**src/rtl/iic_pkg.sv**
```systemverilog
// iic_pkg: shared FSM state type and bus-level constants for the IIC target.
package iic_pkg;
    typedef enum logic [2:0] {
        IDLE, ADDR, ADDR_ACK, RX_BYTE, RX_ACK, TX_BYTE, TX_ACK, WAIT_STOP
    } iic_target_state_t;
    localparam logic IIC_ACK      = 1'b0;
    localparam logic IIC_NACK     = 1'b1;
    localparam logic IIC_RW_WRITE = 1'b0;
endpackage

```
**src/rtl/iic_target_if.sv**
```systemverilog
// iic_target_if: pad-side bus lines and core-side byte handshake of the IIC target.
interface iic_target_if #(parameter int word_width = 8);
    logic                  SCL_IN;
    logic                  SDA_IN;
    logic                  SDA_OUT;
    logic [word_width-1:0] RX_DATA;
    logic                  RX_VALID;
    logic [word_width-1:0] TX_DATA;
    logic                  TX_REQ;
    logic                  BUSY;
    modport master (output SCL_IN, SDA_IN, TX_DATA, input SDA_OUT, RX_DATA, RX_VALID, TX_REQ, BUSY);
    modport slave  (input SCL_IN, SDA_IN, TX_DATA, output SDA_OUT, RX_DATA, RX_VALID, TX_REQ, BUSY);
endinterface

```
**src/rtl/iic_line_sync.sv**
```systemverilog
// iic_line_sync: multi-flop synchronizer for one bus line with rise/fall pulses.
// Resets to 1 so an idle (pulled-up) bus produces no spurious edge after reset.
module iic_line_sync #(
    parameter int STAGES = 2
) (
    input  logic clk,
    input  logic rst,
    input  logic line_i,
    output logic line_o,
    output logic rise_o,
    output logic fall_o
);
    logic [STAGES-1:0] sync_q;
    logic              prev_q;
    always_ff @(posedge clk or posedge rst) begin
        if (rst) begin
            sync_q <= '1;
            prev_q <= 1'b1;
        end else begin
            sync_q <= {sync_q[STAGES-2:0], line_i};
            prev_q <= sync_q[STAGES-1];
        end
    end
    assign line_o = sync_q[STAGES-1];
    assign rise_o = line_o & ~prev_q;
    assign fall_o = ~line_o & prev_q;
endmodule

```
**src/rtl/iic_target.sv**
```systemverilog
// iic_target: oversampled bit-level IIC responder at a fixed 7-bit address.
// Bytes written by the initiator go to RX_DATA; read bytes come from TX_DATA on TX_REQ.
module iic_target
    import iic_pkg::*;
#(
    parameter int         word_width  = 8,
    parameter logic [6:0] TARGET_ADDR = 7'h42,
    parameter int         SYNC_STAGES = 2
) (
    input logic         clk,
    input logic         rst,
    iic_target_if.slave bus
);
    localparam int W  = word_width;
    localparam int CW = $clog2(word_width) + 1;
    localparam logic [CW-1:0] LAST = CW'(word_width - 1);

    logic scl, scl_rise, scl_fall, sda, sda_rise, sda_fall;
    iic_target_state_t state_q, state_d;
    logic [CW-1:0] cnt_q, cnt_d;
    logic [W-1:0]  shift_q, shift_d, rx_data_q, rx_data_d, shift_in;
    logic sda_q, sda_d, busy_q, busy_d, rx_valid_q, rx_valid_d;
    logic rw_q, rw_d, ack_q, ack_d, tx_req, start, stop;

    iic_line_sync #(.STAGES(SYNC_STAGES)) u_scl (
        .clk(clk), .rst(rst), .line_i(bus.SCL_IN), .line_o(scl), .rise_o(scl_rise), .fall_o(scl_fall)
    );
    iic_line_sync #(.STAGES(SYNC_STAGES)) u_sda (
        .clk(clk), .rst(rst), .line_i(bus.SDA_IN), .line_o(sda), .rise_o(sda_rise), .fall_o(sda_fall)
    );

    assign start    = scl & sda_fall;
    assign stop     = scl & sda_rise;
    assign shift_in = {shift_q[W-2:0], sda};

    always_ff @(posedge clk or posedge rst) begin
        if (rst) begin
            state_q    <= IDLE;
            cnt_q      <= '0;
            shift_q    <= '0;
            sda_q      <= 1'b1;
            busy_q     <= 1'b0;
            rx_data_q  <= '0;
            rx_valid_q <= 1'b0;
            rw_q       <= 1'b0;
            ack_q      <= 1'b0;
        end else begin
            state_q    <= state_d;
            cnt_q      <= cnt_d;
            shift_q    <= shift_d;
            sda_q      <= sda_d;
            busy_q     <= busy_d;
            rx_data_q  <= rx_data_d;
            rx_valid_q <= rx_valid_d;
            rw_q       <= rw_d;
            ack_q      <= ack_d;
        end
    end

    // ack_q marks the second half of an ACK slot (ADDR_ACK/RX_ACK) or a received ACK (TX_ACK)
    always_comb begin
        state_d    = state_q;
        cnt_d      = cnt_q;
        shift_d    = shift_q;
        sda_d      = sda_q;
        busy_d     = busy_q;
        rx_data_d  = rx_data_q;
        rx_valid_d = 1'b0;
        rw_d       = rw_q;
        ack_d      = ack_q;
        tx_req     = 1'b0;
        if (start) begin
            state_d = ADDR;
            cnt_d   = '0;
            sda_d   = 1'b1;
            ack_d   = 1'b0;
        end else if (stop) begin
            state_d = IDLE;
            cnt_d   = '0;
            sda_d   = 1'b1;
            busy_d  = 1'b0;
            ack_d   = 1'b0;
        end else begin
            case (state_q)
                ADDR: if (scl_rise) begin
                    shift_d = shift_in;
                    cnt_d   = cnt_q + 1'b1;
                    if (cnt_q == LAST) begin
                        cnt_d   = '0;
                        rw_d    = sda;
                        state_d = (shift_in[W-1 -: 7] == TARGET_ADDR) ? ADDR_ACK : WAIT_STOP;
                        busy_d  = (shift_in[W-1 -: 7] == TARGET_ADDR);
                    end
                end
                ADDR_ACK, RX_ACK: if (scl_fall) begin
                    ack_d = ~ack_q;
                    sda_d = ack_q ? 1'b1 : IIC_ACK;
                    if (ack_q) begin
                        if (state_q == ADDR_ACK && rw_q != IIC_RW_WRITE) begin
                            tx_req  = 1'b1;
                            shift_d = bus.TX_DATA;
                            sda_d   = bus.TX_DATA[W-1];
                            state_d = TX_BYTE;
                        end else begin
                            state_d = RX_BYTE;
                        end
                    end
                end
                RX_BYTE: if (scl_rise) begin
                    shift_d = shift_in;
                    cnt_d   = cnt_q + 1'b1;
                    if (cnt_q == LAST) begin
                        cnt_d      = '0;
                        rx_data_d  = shift_in;
                        rx_valid_d = 1'b1;
                        state_d    = RX_ACK;
                    end
                end
                TX_BYTE: if (scl_fall) begin
                    shift_d = shift_q << 1;
                    sda_d   = shift_q[W-2];
                    cnt_d   = cnt_q + 1'b1;
                    if (cnt_q == LAST) begin
                        sda_d   = 1'b1;
                        cnt_d   = '0;
                        state_d = TX_ACK;
                    end
                end
                TX_ACK: begin
                    if (scl_rise && !ack_q) begin
                        state_d = (sda == IIC_NACK) ? WAIT_STOP : TX_ACK;
                        busy_d  = (sda != IIC_NACK);
                        ack_d   = (sda != IIC_NACK);
                    end else if (scl_fall && ack_q) begin
                        ack_d   = 1'b0;
                        tx_req  = 1'b1;
                        shift_d = bus.TX_DATA;
                        sda_d   = bus.TX_DATA[W-1];
                        state_d = TX_BYTE;
                    end
                end
                default: ;
            endcase
        end
    end

    assign bus.SDA_OUT  = sda_q;
    assign bus.RX_DATA  = rx_data_q;
    assign bus.RX_VALID = rx_valid_q;
    assign bus.TX_REQ   = tx_req;
    assign bus.BUSY     = busy_q;
endmodule
```
**src/flat_wrapper.sv**
```systemverilog
// flat-port wrapper written by rule: the top's interface ports become plain ports
module iic_target_flat import iic_pkg::*;
#(
    parameter int         word_width  = 8,
    parameter logic [6:0] TARGET_ADDR = 7'h42,
    parameter int         SYNC_STAGES = 2
)
  (clk, rst, bus_SCL_IN, bus_SDA_IN, bus_TX_DATA, bus_SDA_OUT, bus_RX_DATA, bus_RX_VALID, bus_TX_REQ, bus_BUSY);
  iic_target_if #(.word_width(word_width)) bus_i ();
  input logic clk;
  input logic rst;
  input wire logic [$bits(bus_i.SCL_IN)-1:0] bus_SCL_IN;
  input wire logic [$bits(bus_i.SDA_IN)-1:0] bus_SDA_IN;
  input wire logic [$bits(bus_i.TX_DATA)-1:0] bus_TX_DATA;
  output wire logic [$bits(bus_i.SDA_OUT)-1:0] bus_SDA_OUT;
  output wire logic [$bits(bus_i.RX_DATA)-1:0] bus_RX_DATA;
  output wire logic [$bits(bus_i.RX_VALID)-1:0] bus_RX_VALID;
  output wire logic [$bits(bus_i.TX_REQ)-1:0] bus_TX_REQ;
  output wire logic [$bits(bus_i.BUSY)-1:0] bus_BUSY;
  assign bus_i.SCL_IN = bus_SCL_IN;
  assign bus_i.SDA_IN = bus_SDA_IN;
  assign bus_i.TX_DATA = bus_TX_DATA;
  assign bus_SDA_OUT = bus_i.SDA_OUT;
  assign bus_RX_DATA = bus_i.RX_DATA;
  assign bus_RX_VALID = bus_i.RX_VALID;
  assign bus_TX_REQ = bus_i.TX_REQ;
  assign bus_BUSY = bus_i.BUSY;
  iic_target #(.word_width(word_width), .TARGET_ADDR(TARGET_ADDR), .SYNC_STAGES(SYNC_STAGES)) u_core (.clk(clk), .rst(rst), .bus(bus_i));
endmodule
```
**config.mk**
```make
export PLATFORM = sky130hd
export DESIGN_NAME = iic_target_flat
export DESIGN_NICKNAME = d
export VERILOG_FILES = /design/src/rtl/iic_pkg.sv /design/src/rtl/iic_target_if.sv /design/src/rtl/iic_line_sync.sv /design/src/rtl/iic_target.sv /design/src/flat_wrapper.sv
export SDC_FILE = /design/constraint.sdc
export NUM_CORES = 1
export LEC_CHECK = 0
export CAP_MARGIN = 10
export CORE_MARGIN = 1.5
export CORE_UTILIZATION = 31
export DETAILED_ROUTE_END_ITERATION = 7
export HOLD_SLACK_MARGIN = 0.12
export MAX_ROUTING_LAYER = met4
export PLACE_DENSITY = 0.58
export SYNTH_ARGS = -nofsm -noshare
export SYNTH_HDL_FRONTEND = slang
export SYNTH_SLANG_ARGS = --single-unit
```
**constraint.sdc**
```tcl
create_clock -name clk -period 2.3 [get_ports clk]
set_clock_uncertainty 0.05 [all_clocks]
set_input_delay 0.46 -clock clk [delete_from_list [all_inputs] [get_ports clk]]
set_output_delay 0.46 -clock clk [all_outputs]
set_load 0.02 [all_outputs]
```
Word-level counts from Yosys, hierarchy flattened
Index checks and enable logic that the tools add are counted.
{ "word_totals": {"elab_cells": 142, "register_bits": 33, "output_inout_bits": 12, "inputBits": 12} }
{ "classes": {"bitwise_logic": 13, "eq_ne": 30, "addsub": 1, "n_reduce_logical": 20, "mux": 65} }
{ "op_table": {"columns": ["operator", "n"], "rows": [
  ["2-to-1 mux 7 bit", 7],
  ["2-to-1 mux 3 bit", 14],
  ["!= test 4 x 1 -> 1 bit (second input constant)", 10],
  ["2-to-1 mux 1 bit", 32],
  ["one-hot mux 7 bit (4 select lines)", 1],
  ["2-to-1 mux 4 bit", 5],
  ["AND reduction 10 bit", 2],
  ["AND reduction 5 bit", 4],
  ["one-hot mux 3 bit (5 select lines)", 1],
  ["!= test 2 x 1 -> 1 bit (second input constant)", 6],
  ["nonzero test 4 bit", 3],
  ["equality test 3 bit (second input constant)", 3],
  ["!= test 3 x 1 -> 1 bit (second input constant)", 3],
  ["one-hot mux 4 bit (2 select lines)", 1],
  ["equality test 7 bit (second input constant)", 1],
  ["inverter 1 bit", 7],
  ["nonzero test 7 bit", 1],
  ["bitwise AND 1 bit", 6],
  ["equality test 3 x 2 -> 1 bit (second input constant)", 2],
  ["one-hot mux 1 bit (2 select lines)", 3],
  ["AND reduction 3 bit", 2],
  ["!= test 5 x 1 -> 1 bit (second input constant)", 1],
  ["nonzero test 5 bit", 1],
  ["adder 4 x 1 -> 4 bit (second input constant)", 1],
  ["other kinds (9)", 12]
]} }

Logic depth before layout (Yosys ltp)
{ "logic_depth": {"depth_word": 8, "mapped_depth": 7, "depth_no_buf": 6} }

Hierarchy
A second synthesis with hierarchy kept.
{ "hier_totals": {"cells_unflattened": 182, "hier_area_um2": 1888.1} }
{ "by_module_without_submodules": {"columns": ["module", "area_each_um2", "cells_each", "n_inst"], "rows": [
  ["iic_target", 1692.9, 170, 1],
  ["iic_line_sync", 97.6, 6, 2]
]} }

Least setup slack after synthesis
OpenSTA, ideal clock, no wires.
{ "synth_path": {"path_type": "register -> output", "start": "register u_core.u_scl.prev_q", "end": "output bus_TX_REQ", "t_required_ns": 1.790, "path_stages_with_launch": 4, "n_path_buf": 1, "setup_slack_ns": 0.471, "t_arrival_ns": 1.319, "path_cell_list": "dfstp_2 clkbuf_4 nand3b_1 nor3_1"} }
{ "synth_via": {"elab_chain_len": 7} }
{ "synth_lines": {"columns": ["item", "line", "text"], "rows": [
  ["from (decl)", "iic_line_sync.sv:14", "logic prev_q;"],
  ["from (signal assigned)", "iic_line_sync.sv:21", "prev_q <= sync_q[STAGES-1];"],
  ["bitwise AND 1 bit or inverter 1 bit (tied branches)", "iic_line_sync.sv:26, iic_line_sync.sv:25", null],
  ["logical AND 1 bit or bitwise AND 1 bit (tied branches)", "iic_target.sv:134, iic_line_sync.sv:25", null],
  ["2-to-1 mux 1 bit or logical AND 1 bit (tied branches)", "iic_target.sv:134, iic_target.sv:130", null],
  ["2-to-1 mux 1 bit", "iic_target.sv:130", "if (scl_rise && !ack_q) begin"],
  ["one-hot mux 1 bit (2 select lines) (*)", "iic_target.sv:84", "case (state_q)"],
  ["2-to-1 mux 1 bit (*)", "iic_target.sv:77", "end else if (stop) begin"],
  ["2-to-1 mux 1 bit (*)", "iic_target.sv:72", "if (start) begin"],
  ["to (decl)", "flat_wrapper.sv:18", "output wire logic [$bits(bus_i.TX_REQ)-1:0] bus_TX_REQ;"]
]} }
Every way passes the cells marked *; elsewhere a longest branch is shown, timed or not.

Worst setup path after layout
{ "layout_path": {"start": "register u_core.state_q[0]", "end": "output bus_TX_REQ"} }
{ "layout_via": {"elab_chain_len": 8} }
{ "layout_lines": {"columns": ["item", "line", "text"], "rows": [
  ["from (decl)", "iic_target.sv:19", "iic_target_state_t state_q, state_d;"],
  ["from (signal assigned)", "iic_target.sv:48", "state_q <= state_d;"],
  ["equality test 3 x 2 -> 1 bit", "iic_target.sv:84, iic_target.sv:99", null],
  ["logical AND 1 bit", "iic_target.sv:99", "if (state_q == ADDR_ACK && rw_q != IIC_RW_WRITE) begin"],
  ["2-to-1 mux 1 bit", "iic_target.sv:99", null],
  ["2-to-1 mux 1 bit", "iic_target.sv:98", "if (ack_q) begin"],
  ["2-to-1 mux 1 bit", "iic_target.sv:95", "ADDR_ACK, RX_ACK: if (scl_fall) begin"],
  ["one-hot mux 1 bit (2 select lines) (*)", "iic_target.sv:84", null],
  ["2-to-1 mux 1 bit (*)", "iic_target.sv:77", null],
  ["2-to-1 mux 1 bit (*)", "iic_target.sv:72", null]
]} }
Marks and branches as above.

==> key figures <==
Clock network
  – Clock tree from TritonCTS: done
  – Clock-pin slew on the worst setup and hold paths: 0.07 ns
  – Number of levels the H-tree was split into: 2
  – Root Buffer: clkbuf_8
  – Number of clock sinks: 33
  – Number of clock buffers inserted by TritonCTS: 5
  – Deepest clock path buffer count: 2
  – Skew-Pair Late Insertion Delay: 0.28 ns

Yosys
  – Distinct cell type count of the synthesized netlist: 60
  – Syn Nets: 189
  – Number of standard cells after synthesis: 176
  – Number of enable-type register cells in the synthesized netlist: 0
  – Warnings from Yosys: 0
  – Cell area after synthesis: 1880 µm²
  – Top-area cell type share of the netlist area: 0.346
  – Flip-flop and latch count after synthesis: 33
  – Synth Area per Inst: 10.7 µm²
  – Main synth FF type: dfrtp_1
  – Fraction of synthesis flops using an asynchronous set or reset pin: 1.00
  – Fraction of the yosys area taken by sequential cells: 0.444
  – Top post-synthesis cells by area: dfrtp_1 35%, dfstp_2 9.8%, mux2_2 6.0%
  – Yosys top cell by area: dfrtp_1

Setup path
  – Type of the worst setup path: register to primary output
  – Req. time, crit path: 1.79 ns
  – Worst endpoint data arrival time: 1.52 ns
  – Critical path capture point type: primary output
  – Crit-path max FO: 7
  – Setup crit start kind: register

Final layout
  – Final-stage net count: 215
  – Diode insertion count for antenna repair: 0
  – Post-layout instance area: 2280 µm²
  – Share of layout cells above drive strength 1: 0.236
  – Area added between synthesis and finish: 21.3%

Global routing
  – Wire length of the first global-routing pass: 6.55 mm
  – Via count of the first global-routing pass: 1327
  – Overflow left after global routing: 0
  – Pin count of the biggest net entering global routing: 34
  – Number of antenna violations at the first check in global routing: 0
  – Global routing usage summed across all routing layers: 0.138

Timing
  – Aggregate negative setup slack: 0 ns
  – Total setup violations reported at the end of the flow: 0
  – Final Hold Fails: 0
  – RSZ-0062 raised after global routing: no
  – Worst Tran Pin Value: 0.471 ns
  – Final min period: 2.03 ns
  – Maximum frequency from static timing analysis: 493 MHz
  – Worst slew slack as a fraction of its limit: 0.684
  – Pins over their slew limit: 0
  – Share of the clock period used by the worst path after layout: 0.882

Power and ir drop
  – Pleak: 0.954 nW
  – Worst VDD drop: 0.000338 V
  – Ratio of total power to cell area: 1040 nW/µm²

Detailed routing
  – Residual DRC: 0
  – DR vias: 1414
  – Average wire per cell in the routed design: 13.9 µm
  – Total routed wirelength: 3.88 mm
  – Initial detailed-routing violation count: 116
  – Remaining antenna violation count: 0
  – 1st-pass router iterations: 4
  – Via-per-instance ratio: 5.09

Floorplan
  – Die span in y: 80.9 µm
  – Core area: 5890 µm²
  – Cell row count: 28
  – Die W: 80.9 µm
  – Number of placed I/O pins: 24
  – Die Area: 6540 µm²
  – Initial core utilization: 0.319

Placed design
  – Final GP Congestion: 0.921
  – Total placed instance area: 2160 µm²
  – I/O Buffers: 23
  – HPWL reported at the end of detailed placement: 2.79 mm

Status
  – Status: complete, no violations

Job
  – Max capacitance violation total: 0

Min path
  – Min-delay worst type: register to register
Yosys cell counts (all sizes together) (2+ instances only):
cell type  instances
and2b              2
mux2i              8
nand2b             3
nor2              20
clkbuf             2
inv                9
or4                2
xor2               3
o32ai              2
nor3b              3
nand2              8
nor4               2
mux2              10
nand3b             3
buf                8
dfrtp             26
a21oi             16
nand4              4
o22ai              4
dfstp              7
a222oi             2
nor3               3
and4bb             2
o21ai              6
path summary, 6_finish.rpt:
| kind | startpoint | cells after the start | slack (ns) | end |
|---|---|---|---|---|
| max in group asynchronous | rst | 3 | 1.34 | u_core.u_scl.prev_q |
| max reg2reg | u_core.u_scl.sync_q[1] | 5 | 0.42 | u_core.state_q[2] |
| min in group asynchronous | rst | 3 | 0.52 | u_core.bus.RX_DATA[5] |
| max | u_core.state_q[0] | 3 | 0.27 | bus_TX_REQ |
| min | u_core.u_scl.sync_q[0] | 0 | 0.31 | u_core.u_scl.sync_q[1] |
| min reg2reg | u_core.u_scl.sync_q[0] | 0 | 0.31 | u_core.u_scl.sync_q[1] |
per-stage QoR:
| stage | setup WS [ns] | utilization | std cells | hold slack (ns) | power (mW) |
|---|---|---|---|---|---|
| final | 0.273 | 0.387 | 278 | 0.306 | 2.37 |
| after detailed placement | 0.267 | 0.368 | 270 | 0.297 | 1.82 |
| after global routing | 0.135 | 0.387 | 278 | 0.307 | 2.55 |
| after global placement | 0.291 | 0.368 | 270 | 0.296 | 1.82 |
| after floorplan | 0.471 | - | 176 | 0.295 | 1.62 |
| after CTS | 0.242 | 0.387 | 278 | 0.306 | 2.40 |
per-layer routing:
layer  wire length, µm  vias to the layer above  track usage
li1                  -                      689            -
met1              1750                      672        0.177
met2              1840                       45        0.196
met3               205                        8       0.0438
met4                79                        0       0.0655
met5                 0                        -            -
cells by family after synthesis:
| family | synth area share |
|---|---|
| mux | 0.103 |
| fa+ha+maj | 0.00666 |
| flops | 0.444 |
| xor+xnor | 0.0180 |
| compound gates | 0.169 |
| simple gates | 0.197 |
| buf+inv | 0.0626 |
power by group:
group	internal (mW)	total (mW)	switching [mW]	leakage [nW]
clock network	0.353	0.556	0.203	0.0585
logic	0.442	0.980	0.538	0.492
registers	0.710	0.835	0.125	0.403
sequential cells by signal, indices dropped and copies added (netlist names):
name / count
u_core.u_scl.sync_q: 2
u_core.u_sda.prev_q: 1
u_core.bus.BUSY: 1
u_core.u_sda.sync_q: 2
u_core.bus.SDA_OUT: 1
u_core.ack_q: 1
u_core.cnt_q: 4
u_core.state_q: 3
u_core.u_scl.prev_q: 1
u_core.bus.RX_DATA: 8
u_core.bus.RX_VALID: 1
u_core.rw_q: 1
u_core.shift_q: 7
layout make-up:
type                    count  area [µm²]
clock inverters             1        30.0
well taps                  75        93.8
multi-input cells         124         927
repair buffers             29         274
clock buffers               7        86.3
flip-flops and latches     33         835
fillers                   589        3610
inverters                   9        33.8
layout by cell type, fill, tap and decap left out, drive strengths merged, types with 2 or more instances in the layout:
master	count
dfrtp	26
clkdlybuf4s50	22
nor2	20
a21oi	16
mux2	10
inv	9
mux2i	8
nand2	8
dfstp	7
clkbuf	7
buf	6
o21ai	6
o22ai	4
nand4	4
nand3b	3
nor3	3
nand2b	3
xor2	3
nor3b	3
or4	2
a222oi	2
and2b	2
and4bb	2
nor4	2
o32ai	2
repair_timing:
action / in CTS / in global routing
setup endpoints to repair: 1 / 0
hold endpoints to repair: 0 / 0
gates resized for setup: 1 / 0
setup buffers: 0 / 0
hold buffers: 0 / 0
worst max-delay path, cell delays in order, from the launching register on:
cell and delay (ns):
dfrtp_1 0.38, or2b_4 0.29, nor3_1 0.21, dlygate4sd2_1 0.36
Note: power is estimated with default switching activity, not from simulation.
